### config.mk
export PLATFORM = sky130hd
export DESIGN_NAME = apb_intc
export DESIGN_NICKNAME = d
export VERILOG_FILES = /design/src/rtl/apb_intc_pkg.sv /design/src/rtl/apb_intc_prio.sv /design/src/rtl/apb_intc.sv
export SDC_FILE = /design/constraint.sdc
export NUM_CORES = 1
export LEC_CHECK = 0
export BUFFER_PORTS_ARGS = -buffer_cell sky130_fd_sc_hd__buf_2
export CAP_MARGIN = 10
export CELL_PAD_IN_SITES_DETAIL_PLACEMENT = 1
export CELL_PAD_IN_SITES_GLOBAL_PLACEMENT = 1
export CORE_MARGIN = 2
export CORE_UTILIZATION = 32
export CTS_CLUSTER_SIZE = 16
export DETAILED_ROUTE_END_ITERATION = 6
export PLACE_DENSITY = 0.81
export SYNTH_ARGS = -nofsm -noshare
export SYNTH_HDL_FRONTEND = slang
export SYNTH_HIERARCHICAL = 1
export SYNTH_SLANG_ARGS = --single-unit
### constraint.sdc
create_clock -name pclk -period 1.65 [get_ports pclk]
set_input_delay 0.33 -clock pclk [delete_from_list [all_inputs] [get_ports pclk]]
set_output_delay 0.33 -clock pclk [all_outputs]
set_load 0.03 [all_outputs]
### src/rtl/apb_intc_pkg.sv
// Shared constants and types for the APB interrupt controller.
// Register offsets, ID width and the decoded-access record.
package apb_intc_pkg;

   localparam int ID_W = 5;
   localparam logic [ID_W-1:0] NONE_ID = '0;

   localparam logic [4:0] OFF_PENDING = 5'h00;
   localparam logic [4:0] OFF_MASK    = 5'h04;
   localparam logic [4:0] OFF_MODE    = 5'h08;
   localparam logic [4:0] OFF_CLAIM   = 5'h0C;
   localparam logic [4:0] OFF_NMI     = 5'h10;
   localparam int         OFF_LAST    = 'h10;

   typedef enum logic [2:0] {
      SEL_NONE,
      SEL_PENDING,
      SEL_MASK,
      SEL_MODE,
      SEL_CLAIM,
      SEL_NMI
   } reg_sel_e;

   typedef struct packed {
      logic     acc;
      logic     wr;
      logic     err;
      reg_sel_e sel;
   } apb_dec_t;

   // Unaligned offsets inside the window select nothing and read 0.
   function automatic reg_sel_e decode_sel(input logic [4:0] off);
      case (off)
         OFF_PENDING: decode_sel = SEL_PENDING;
         OFF_MASK:    decode_sel = SEL_MASK;
         OFF_MODE:    decode_sel = SEL_MODE;
         OFF_CLAIM:   decode_sel = SEL_CLAIM;
         OFF_NMI:     decode_sel = SEL_NMI;
         default:     decode_sel = SEL_NONE;
      endcase
   endfunction

endpackage

### src/rtl/apb_intc_prio.sv
// Fixed-priority encoder: lowest set bit wins, reported as index+1 (0 = none).
module apb_intc_prio
   import apb_intc_pkg::*;
#(
   parameter int NUM_SRC = 8
) (
   input  logic [NUM_SRC-1:0] vec,
   output logic [ID_W-1:0]    id
);

   always_comb begin
      id = NONE_ID;
      for (int i = NUM_SRC - 1; i >= 0; i--) begin
         if (vec[i]) id = ID_W'(i + 1);
      end
   end

endmodule

### src/rtl/apb_intc.sv
// APB interrupt controller: edge/level sources, mask, claim, NMI status.
// Define APB_INTC_SYNC_EN to insert a 2-flop synchronizer on irq_src.
module apb_intc
   import apb_intc_pkg::*;
#(
   parameter int                    NUM_SRC    = 8,
   parameter int                    ADDR_WIDTH = 32,
   parameter int                    DATA_WIDTH = 32,
   parameter logic [ADDR_WIDTH-1:0] BASE_ADDR  = 'h20000000
) (
   input  logic                  pclk,
   input  logic                  presetn,
   input  logic [ADDR_WIDTH-1:0] paddr,
   input  logic [DATA_WIDTH-1:0] pdata,
   input  logic                  psel,
   input  logic                  penable,
   input  logic                  pwrite,
   input  logic [3:0]            pstb,
   output logic [DATA_WIDTH-1:0] prdata,
   output logic                  pready,
   output logic                  perr,
   input  logic [NUM_SRC-1:0]    irq_src,
   input  logic                  nmi,
   output logic                  cpu_interrupt,
   output logic [ID_W-1:0]       irq_id
);

   logic [ADDR_WIDTH-1:0] off;
   logic                  out_rng;
   apb_dec_t              dec;
   logic [DATA_WIDTH-1:0] be, wbits;
   logic                  wr_ok, rd_claim;
   logic                  we_pend, we_mask, we_mode, we_nmi;

   logic [NUM_SRC-1:0] pending, mask, mode, smp, hist;
   logic [NUM_SRC-1:0] pend_nxt, mask_nxt, mode_nxt, mode_chg;
   logic [NUM_SRC-1:0] rise, clr_w1c, claim_clr, active;
   logic [ID_W-1:0]    id_nxt;
   logic               nmi_stat;
   logic               unused_bits;

   // Address decode relative to the window base; below-base wraps large.
   assign off     = paddr - BASE_ADDR;
   assign out_rng = off > ADDR_WIDTH'(OFF_LAST);

   always_comb begin
      dec     = '0;
      dec.acc = psel & penable & ~pready;
      dec.wr  = pwrite;
      dec.sel = out_rng ? SEL_NONE : decode_sel(off[4:0]);
      dec.err = out_rng | (pwrite & (dec.sel == SEL_CLAIM));
   end

   for (genvar b = 0; b < DATA_WIDTH; b++) begin : g_be
      if (b / 8 < 4) begin : g_on
         assign be[b] = pstb[b/8];
      end else begin : g_off
         assign be[b] = 1'b0;
      end
   end

   assign wbits    = pdata & be;
   assign wr_ok    = dec.acc & dec.wr & ~dec.err;
   assign rd_claim = dec.acc & ~dec.wr & ~dec.err & (dec.sel == SEL_CLAIM);
   assign we_pend  = wr_ok & (dec.sel == SEL_PENDING);
   assign we_mask  = wr_ok & (dec.sel == SEL_MASK);
   assign we_mode  = wr_ok & (dec.sel == SEL_MODE);
   assign we_nmi   = wr_ok & (dec.sel == SEL_NMI);
   assign unused_bits = &{1'b0, wbits[DATA_WIDTH-1:NUM_SRC]};

   assign clr_w1c  = we_pend ? wbits[NUM_SRC-1:0] : '0;
   assign mask_nxt = we_mask ? ((mask & ~be[NUM_SRC-1:0]) | wbits[NUM_SRC-1:0]) : mask;
   assign mode_nxt = we_mode ? ((mode & ~be[NUM_SRC-1:0]) | wbits[NUM_SRC-1:0]) : mode;
   assign mode_chg = mode ^ mode_nxt;

`ifdef APB_INTC_SYNC_EN
   logic [NUM_SRC-1:0] sync1, sync2;

   always_ff @(posedge pclk or negedge presetn) begin
      if (!presetn) begin
         sync1 <= '0;
         sync2 <= '0;
         smp   <= '0;
      end else begin
         sync1 <= irq_src;
         sync2 <= sync1;
         smp   <= sync2;
      end
   end
`else
   always_ff @(posedge pclk or negedge presetn) begin
      if (!presetn) smp <= '0;
      else          smp <= irq_src;
   end
`endif

   assign rise   = smp & ~hist;
   assign active = pending & mask;

   // Edge sources: set beats any same-cycle clear. Level sources track input.
   always_comb begin
      pend_nxt  = '0;
      claim_clr = '0;
      for (int i = 0; i < NUM_SRC; i++) begin
         claim_clr[i] = rd_claim & (irq_id == ID_W'(i + 1));
         if (mode_chg[i])  pend_nxt[i] = 1'b0;
         else if (mode[i]) pend_nxt[i] = rise[i] | (pending[i] & ~clr_w1c[i] & ~claim_clr[i]);
         else              pend_nxt[i] = smp[i];
      end
   end

   apb_intc_prio #(.NUM_SRC(NUM_SRC)) u_prio (
      .vec (active),
      .id  (id_nxt)
   );

   always_ff @(posedge pclk or negedge presetn) begin
      if (!presetn) begin
         pending       <= '0;
         mask          <= '0;
         mode          <= '0;
         hist          <= '0;
         nmi_stat      <= 1'b0;
         irq_id        <= NONE_ID;
         cpu_interrupt <= 1'b0;
         pready        <= 1'b0;
         perr          <= 1'b0;
      end else begin
         pending       <= pend_nxt;
         mask          <= mask_nxt;
         mode          <= mode_nxt;
         hist          <= smp;
         nmi_stat      <= nmi | (nmi_stat & ~(we_nmi & wbits[0]));
         irq_id        <= id_nxt;
         cpu_interrupt <= (|active) | nmi_stat;
         pready        <= dec.acc;
         perr          <= dec.acc & dec.err;
      end
   end

   always_comb begin
      prdata = '0;
      case (dec.sel)
         SEL_PENDING: prdata = DATA_WIDTH'(pending);
         SEL_MASK:    prdata = DATA_WIDTH'(mask);
         SEL_MODE:    prdata = DATA_WIDTH'(mode);
         SEL_CLAIM:   prdata = DATA_WIDTH'(irq_id);
         SEL_NMI:     prdata[0] = nmi_stat;
         default:     prdata = '0;
      endcase
   end

endmodule

==> impl_metrics.env, run 1 <==
export IMPL_async_reset_ff_frac=1.000
export IMPL_violations="negative setup slack"
export IMPL_port_buffers=70
export IMPL_clock_latency_ns=0.31
export IMPL_place_congestion=0.8635
export IMPL_tns_ns=-7.593
export IMPL_worstSetupEndpointType="output port"
export IMPL_worstPathRequired_ns=1.32
export IMPL_crit_type="input port to output port"
export IMPL_synth_edf_count=0
export IMPL_critPathSlowestCell="or3_4"
export IMPL_p_total_mw=2.600
export IMPL_wl_per_cell_um=21.00
export IMPL_path_clk_slew_ns=0.10
export IMPL_synthDistinctLibCells=54
export IMPL_core_area_um2=8636
export IMPL_whs_ns=0.1150
export IMPL_die_area_um2=9564
export IMPL_antenna_found_initial=0
export IMPL_worst_path_max_fanout=7
export IMPL_max_stage_delay_ns=0.42
export IMPL_synth_area_um2=2815
export IMPL_grt_usage=0.2229
export IMPL_post_route_cells_drive_above_1_share=0.5347
export IMPL_drc=0
export IMPL_postLayoutCellArea_um2=4284
export IMPL_ir_drop_mv=0.3362
export IMPL_slew_viol_final=0
export IMPL_cts_tree="yes"
export IMPL_clock_skew_ns=0.007144
export IMPL_cellPowerDensity_nw_per_um2=606.8
export IMPL_drt_initial_drc_count=157
export IMPL_yosysWarnings=6
export IMPL_period_minus_slack_ns=2.057
export IMPL_synthFlopType="dfrtp_1"
export IMPL_cts_sinks=49
export IMPL_finalWorstSetupSlack_ns=-0.4068
export IMPL_final_nets=486
export IMPL_grt_max_degree=19
export IMPL_routed_wl_mm=10.75
export IMPL_multiInputGateArea_um2=1739
export IMPL_fillers=969
export IMPL_dpl_hpwl_mm=7.248
export IMPL_finalHoldViolCount=0
export IMPL_ant_nets=0
export IMPL_start_kind="input port"
export IMPL_fmax_mhz=486.2
export IMPL_clockBufferDepth=2
export IMPL_maxCapViolations=0
export IMPL_grt_pass1_wl_mm=16.64
export IMPL_first_pass_iters=5
export IMPL_start_util=0.3260
export IMPL_regArea_um2=1227
export IMPL_pin_count=122
export IMPL_die_h_um=97.80
export IMPL_p_leak_nw=1.949
export IMPL_via_per_inst=5.473
export IMPL_synth_seq_area_share=0.4356
export IMPL_num_antenna_cells=0
export IMPL_rsz0062_at_grt="true"
export IMPL_synthCells=269
export IMPL_worstPathArrival_ns=1.73
export IMPL_htree_levels=2
export IMPL_numCtsBuffers=5
export IMPL_root_buffer="clkbuf_8"
export IMPL_status="finished with violations"
export IMPL_area_growth_pct=52.18
export IMPL_crit_top_cell="buf_6"
export IMPL_hold_path_class="input port to flop"
export IMPL_floorplan_rows=34
export IMPL_vias=2802
export IMPL_die_x_um=97.80
export IMPL_syn_mean_instance_area_um2=10.47
export IMPL_maxSlewHeadroom=0.6306
export IMPL_crit_path_cell_trace="buf_8 > or3_4 > nor3b_4 > buf_6 > a222oi_1 > a21oi_4 > buf_6"
export IMPL_grt_pass1_vias=3032
export IMPL_grt_overflow=0
export IMPL_setup_viol=33
export IMPL_synth_seq_cells=49
export IMPL_placed_cell_area_um2=3857
export IMPL_timing_final_crit_share=1.247
export IMPL_worstMarginPinSlew_ns=0.5540
==> kinds of logic after synthesis <==
| logic type | after synthesis | synth area share |
|---|---|---|
| DFF | 49 | 0.4356 |
| and+or+nand+nor | 96 | 0.2160 |
| other | 2 | 0.002668 |
| xor gates and xnor gates | 7 | 0.02178 |
| muxes | 17 | 0.06800 |
| AOI/OAI and AO/OA | 54 | 0.1547 |
| adders and majority gates | 1 | 0.004444 |
| buffers and inverters | 43 | 0.09689 |
==> stage by stage <==
stage | cells | setup WS (ns) | util
6_report | 512 | -0.4068 | 0.4961
5_1_grt | 512 | -0.4600 | 0.4961
4_1_cts | 509 | -0.4066 | 0.4917
3_5_place_dp | 493 | -0.5911 | 0.4467
3_3_place_gp | 493 | -0.5392 | 0.4467
2_1_floorplan | 292 | -0.3101 | -
==> routing by layer <==
metal | vias to the layer above | wire (um) | part of all wire | global-route usage
li1 | 1222 | - | - | -
met3 | 37 | 613 | 0.057 | 0.04295
met4 | 0 | 416 | 0.039 | 0.08761
met1 | 1396 | 4087 | 0.38 | 0.2622
met2 | 147 | 5635 | 0.52 | 0.4005
met5 | - | 0 | 0 | 0
==> synth_stat cells (all sizes together) (2+ instances only) <==
master / n / area, um^2
and4: 3 / 26.28
nand3b: 2 / 15.01
a211oi: 4 / 40.03
nand2: 21 / 78.83
nand4: 6 / 37.54
xor2: 2 / 17.52
inv: 11 / 41.29
a41o: 2 / 20.02
o21ai: 4 / 20.02
nor2b: 5 / 31.28
nor3: 5 / 25.02
conb: 2 / 7.510
o41a: 2 / 22.52
dfrtp: 49 / 1226
nor3b: 5 / 47.54
nor2: 11 / 41.29
a32o: 2 / 20.02
nor4: 11 / 106.4
o22ai: 3 / 18.77
or4: 2 / 18.77
xnor2: 5 / 43.79
a222oi: 8 / 80.08
buf: 32 / 231.5
mux2: 17 / 191.4
a221o: 2 / 20.02
and3: 3 / 18.77
o41ai: 3 / 45.05
a21oi: 16 / 80.08
o31ai: 2 / 15.01
nand3: 3 / 15.01
and2: 11 / 68.82
==> final timing paths <==
kind                       depth (start not counted)        from  slack [ns]    endpoint
setup / recovery                                   7    paddr[1]       -0.41   prdata[1]
hold / removal                                     1  irq_src[6]        0.11      smp[6]
setup reg to reg                                   7      pready       -0.24  pending[6]
hold reg to reg                                    0      smp[3]        0.39     hist[3]
max in group asynchronous                          3     presetn        0.67  pending[7]
min in group asynchronous                          2     presetn        0.51        perr
==> placed cells by master, fill, tap and decap left out, types with 3 or more instances in the layout <==
cell type / netlist / final
a21oi_1: 16 / 10
a21oi_4: 0 / 5
a222oi_1: 8 / 8
and2_1: 11 / 8
and2_4: 0 / 3
buf_12: 0 / 4
buf_2: 2 / 59
buf_4: 29 / 52
buf_6: 0 / 17
buf_8: 0 / 3
clkbuf_8: 0 / 6
conb_1: 2 / 25
dfrtp_1: 49 / 48
inv_1: 11 / 8
mux2_4: 0 / 16
nand2_1: 21 / 19
nand4_1: 6 / 6
nor2_1: 11 / 6
nor2_4: 0 / 4
nor2b_1: 5 / 4
nor3b_1: 3 / 3
nor4_2: 6 / 8
xnor2_1: 5 / 4
==> cell type report <==
cell class                 count  share of cell area
sequential                    49              0.2865
timing repair buffer         136              0.2363
inverter                      11             0.01256
clock buffer                   7             0.02015
clock inverter                 1            0.007009
tap                          108             0.03154
multi-input combinational    200              0.4060
==> where the power goes <==
group | leakage [nW] | internal [mW] | switching [mW]
combinational | 1.28 | 0.163 | 0.253
clock | 0.0585 | 0.495 | 0.431
sequential | 0.615 | 1.23 | 0.0239
total | 1.95 | 1.89 | 0.707
==> worst max-delay path, delay by kind of cell <==
kind | cells | cell delay [ns]
and+or+nand+nor | 2 | 0.68
buffers and inverters | 3 | 0.42
AOI/OAI and AO/OA | 2 | 0.28
==> timing repair <==
item | 4_1_cts | 5_1_grt
hold endpoints to repair | 16 | 0
gates resized for setup | 57 | 4
pin swaps | 33 | 8
endpoints found under the setup margin | 34 | 34
setup buffers | 7 | 4
hold buffers | 1 | 0
No activity file was read; power rests on OpenSTA's default activity.
==> inputs of run 2 (changes only) <==
--- a/config.mk
+++ b/config.mk
@@ -10,10 +10,10 @@
 export CELL_PAD_IN_SITES_DETAIL_PLACEMENT = 1
 export CELL_PAD_IN_SITES_GLOBAL_PLACEMENT = 1
 export CORE_MARGIN = 2
-export CORE_UTILIZATION = 32
+export CORE_UTILIZATION = 23
 export CTS_CLUSTER_SIZE = 16
 export DETAILED_ROUTE_END_ITERATION = 6
-export PLACE_DENSITY = 0.81
+export PLACE_DENSITY = 0.6
 export SYNTH_ARGS = -nofsm -noshare
 export SYNTH_HDL_FRONTEND = slang
 export SYNTH_HIERARCHICAL = 1
==> constraint.sdc (replaced) <==
create_clock -name pclk -period 2.65 [get_ports pclk]
set_input_delay 0.53 -clock pclk [delete_from_list [all_inputs] [get_ports pclk]]
set_output_delay 0.53 -clock pclk [all_outputs]
set_load 0.03 [all_outputs]
==> run 2 against run 1 <==
Compared with the run above: the run now ends clean; sequential power shrank 38%; via count down 13%; sequential share of layout area rose by 5.8 points; clock power down 29%; cell area decreased by 17%; die area rose by 37%; core utilization decreased by 20 points; global-route usage shrank 8.1 points; sequential cell count unchanged; clock skew shrank 0.0021 ns; critical path type unchanged.
==> impl_metrics.env, run 2 (synthesized netlist as in run 1, its figures left out) <==
export IMPL_status="completed"
export IMPL_timing_final_crit_share=0.9645
export IMPL_fillers=1391
export IMPL_cts_sinks=49
export IMPL_startpoint="paddr[29]"
export IMPL_tns_ns=0
export IMPL_place_congestion=0.7900
export IMPL_first_pass_iters=4
export IMPL_period_minus_slack_ns=2.556
export IMPL_numCtsBuffers=5
export IMPL_r2r_setup_slack_ns=0.74
export IMPL_multiInputGateArea_um2=1418
export IMPL_floorplan_rows=40
export IMPL_maxCapViolations=0
export IMPL_rsz0062_at_grt="false"
export IMPL_dpl_hpwl_mm=6.891
export IMPL_drc=0
export IMPL_critPathCapture="prdata[5]"
export IMPL_final_common_cell="buf_2"
export IMPL_reg2regPathDepth=4
export IMPL_p_leak_nw=1.609
export IMPL_postLayoutCellArea_um2=3563
export IMPL_root_buffer="clkbuf_16"
export IMPL_port_buffers=70
export IMPL_finish_utilization=0.2979
export IMPL_drt_initial_drc_count=77
export IMPL_final_cell_mix="buf_2 (63), dfrtp_1 (49), buf_4 (31)"
export IMPL_clkPwrFrac=0.403
export IMPL_cellPowerDensity_nw_per_um2=459.2
export IMPL_crit_cells=9
export IMPL_max_stage_delay_ns=0.26
export IMPL_start_util=0.2354
export IMPL_clock_latency_ns=0.30
export IMPL_worstSetupEndpointType="output port"
export IMPL_grt_pass1_wl_mm=13.84
export IMPL_die_h_um=114.6
export IMPL_worst_path_max_fanout=4
export IMPL_start_kind="input port"
export IMPL_worstPathRequired_ns=2.12
export IMPL_clock_skew_ns=0.005061
export IMPL_antenna_found_initial=0
export IMPL_crit_path_cell_trace="buf_2 > inv_1 > ha_1 > and4bb_2 > and4_1 > nand3_1 > buf_4 > nor2_1 > buf_4"
export IMPL_slew_viol_final=0
export IMPL_ir_drop_mv=0.1883
export IMPL_fmax_mhz=391.2
export IMPL_routed_wl_mm=9.039
export IMPL_finalHoldViolCount=0
export IMPL_worstMarginPinSlew_ns=0.8813
export IMPL_hold_path_class="input port to flop"
export IMPL_grt_usage=0.1420
export IMPL_crit_top_cell="buf_4"
export IMPL_final_nets=444
export IMPL_grt_overflow=0
export IMPL_cp_top_family="simple AND/OR/NAND/NOR gates"
export IMPL_num_antenna_cells=0
export IMPL_vias=2426
export IMPL_path_buf_inv=4
export IMPL_power_switching_mw=0.4308
export IMPL_core_area_um2=11960
export IMPL_regArea_um2=1226
export IMPL_intPower_mw=1.206
export IMPL_pin_count=122
export IMPL_fin_cells=508
export IMPL_r2r_end="cpu_interrupt"
export IMPL_grt_max_degree=38
export IMPL_htree_levels=2
export IMPL_worstPathArrival_ns=2.03
export IMPL_grt_pass1_vias=2533
export IMPL_crit_type="input port to output port"
export IMPL_critPathSlowestCell="ha_1"
export IMPL_area_growth_pct=26.58
export IMPL_setup_viol=0
export IMPL_cts_tree="yes"
export IMPL_die_area_um2=13140
export IMPL_p_seq_frac=0.478
export IMPL_placedCellCount=501
export IMPL_ant_nets=0
export IMPL_clockBufferDepth=2
export IMPL_switching_share=0.2633
export IMPL_maxSlewHeadroom=0.4125
export IMPL_placed_cell_area_um2=3385
export IMPL_die_x_um=114.6
export IMPL_post_route_cells_drive_above_1_share=0.3740
export IMPL_power_frac_comb=0.119
export IMPL_path_clk_slew_ns=0.07
export IMPL_via_per_inst=4.776
export IMPL_wl_per_cell_um=17.79
==> run 2: how the worst min path moves through the flow <==
stage | startpoint | to | slack, ns | depth (start not counted)
6_report | irq_src[5] | smp[5] | 0.33 | 1
5_1_grt | irq_src[5] | smp[5] | 0.32 | 1
4_1_cts | irq_src[5] | smp[5] | 0.32 | 1
3_5_place_dp | smp[3] | hist[3] | 0.36 | 0
3_3_place_gp | smp[3] | hist[3] | 0.36 | 0
2_1_floorplan | presetn | async pin | 0.23 | 0
==> run 2: timing repair <==
action / 4_1_cts / 5_1_grt
setup endpoints to repair: 0 / 7
hold buffers: 0 / 0
resized for setup: 0 / 18
buffers inserted: 0 / 0
hold endpoints to repair: 0 / 0
==> run 2: layout make-up <==
cell class / count / area share
well taps: 147 / 0.05162
inverters: 11 / 0.01159
flip-flops and latches: 49 / 0.3441
repair buffers: 94 / 0.1538
multi-input cells: 200 / 0.3978
clock buffers: 6 / 0.03897
clock inverters: 1 / 0.002107
==> run 2: metal layers <==
metal / vias up / share of wire / global-route usage
li1: 1132 / - / -
met2: 76 / 0.49 / 0.2379
met3: 12 / 0.055 / 0.02435
met4: 0 / 0.018 / 0.04715
met1: 1206 / 0.44 / 0.1854
met5: - / 0 / 0
==> run 2: through the flow <==
step / power, mW / hold slack [ns] / worst slack (ns)
CTS: 1.664 / 0.3240 / 0.001527
floorplan: 0.9233 / 0.2344 / 0.08052
detailed placement: 0.9914 / 0.3593 / 0.01469
global route: 1.713 / 0.3199 / 0.004328
finish: 1.636 / 0.3321 / 0.09408
global placement: 0.9853 / 0.3561 / 0.05210
==> run 2: power by group through the flow <==
stage	sequential [mW]	clock (mW)	combinational [mW]
finish	0.782	0.659	0.195
global route	0.785	0.714	0.214
CTS	0.782	0.686	0.196
detailed placement	0.796	0	0.195
global placement	0.795	0	0.190
floorplan	0.798	0	0.126
==> run 2: worst reg2reg max path, cell delays in order, from the launching register on <==
cell and delay, ns:
dfrtp_1 0.39, and2_1 0.20, or2_0 0.22, or4b_1 0.49, or4_1 0.47
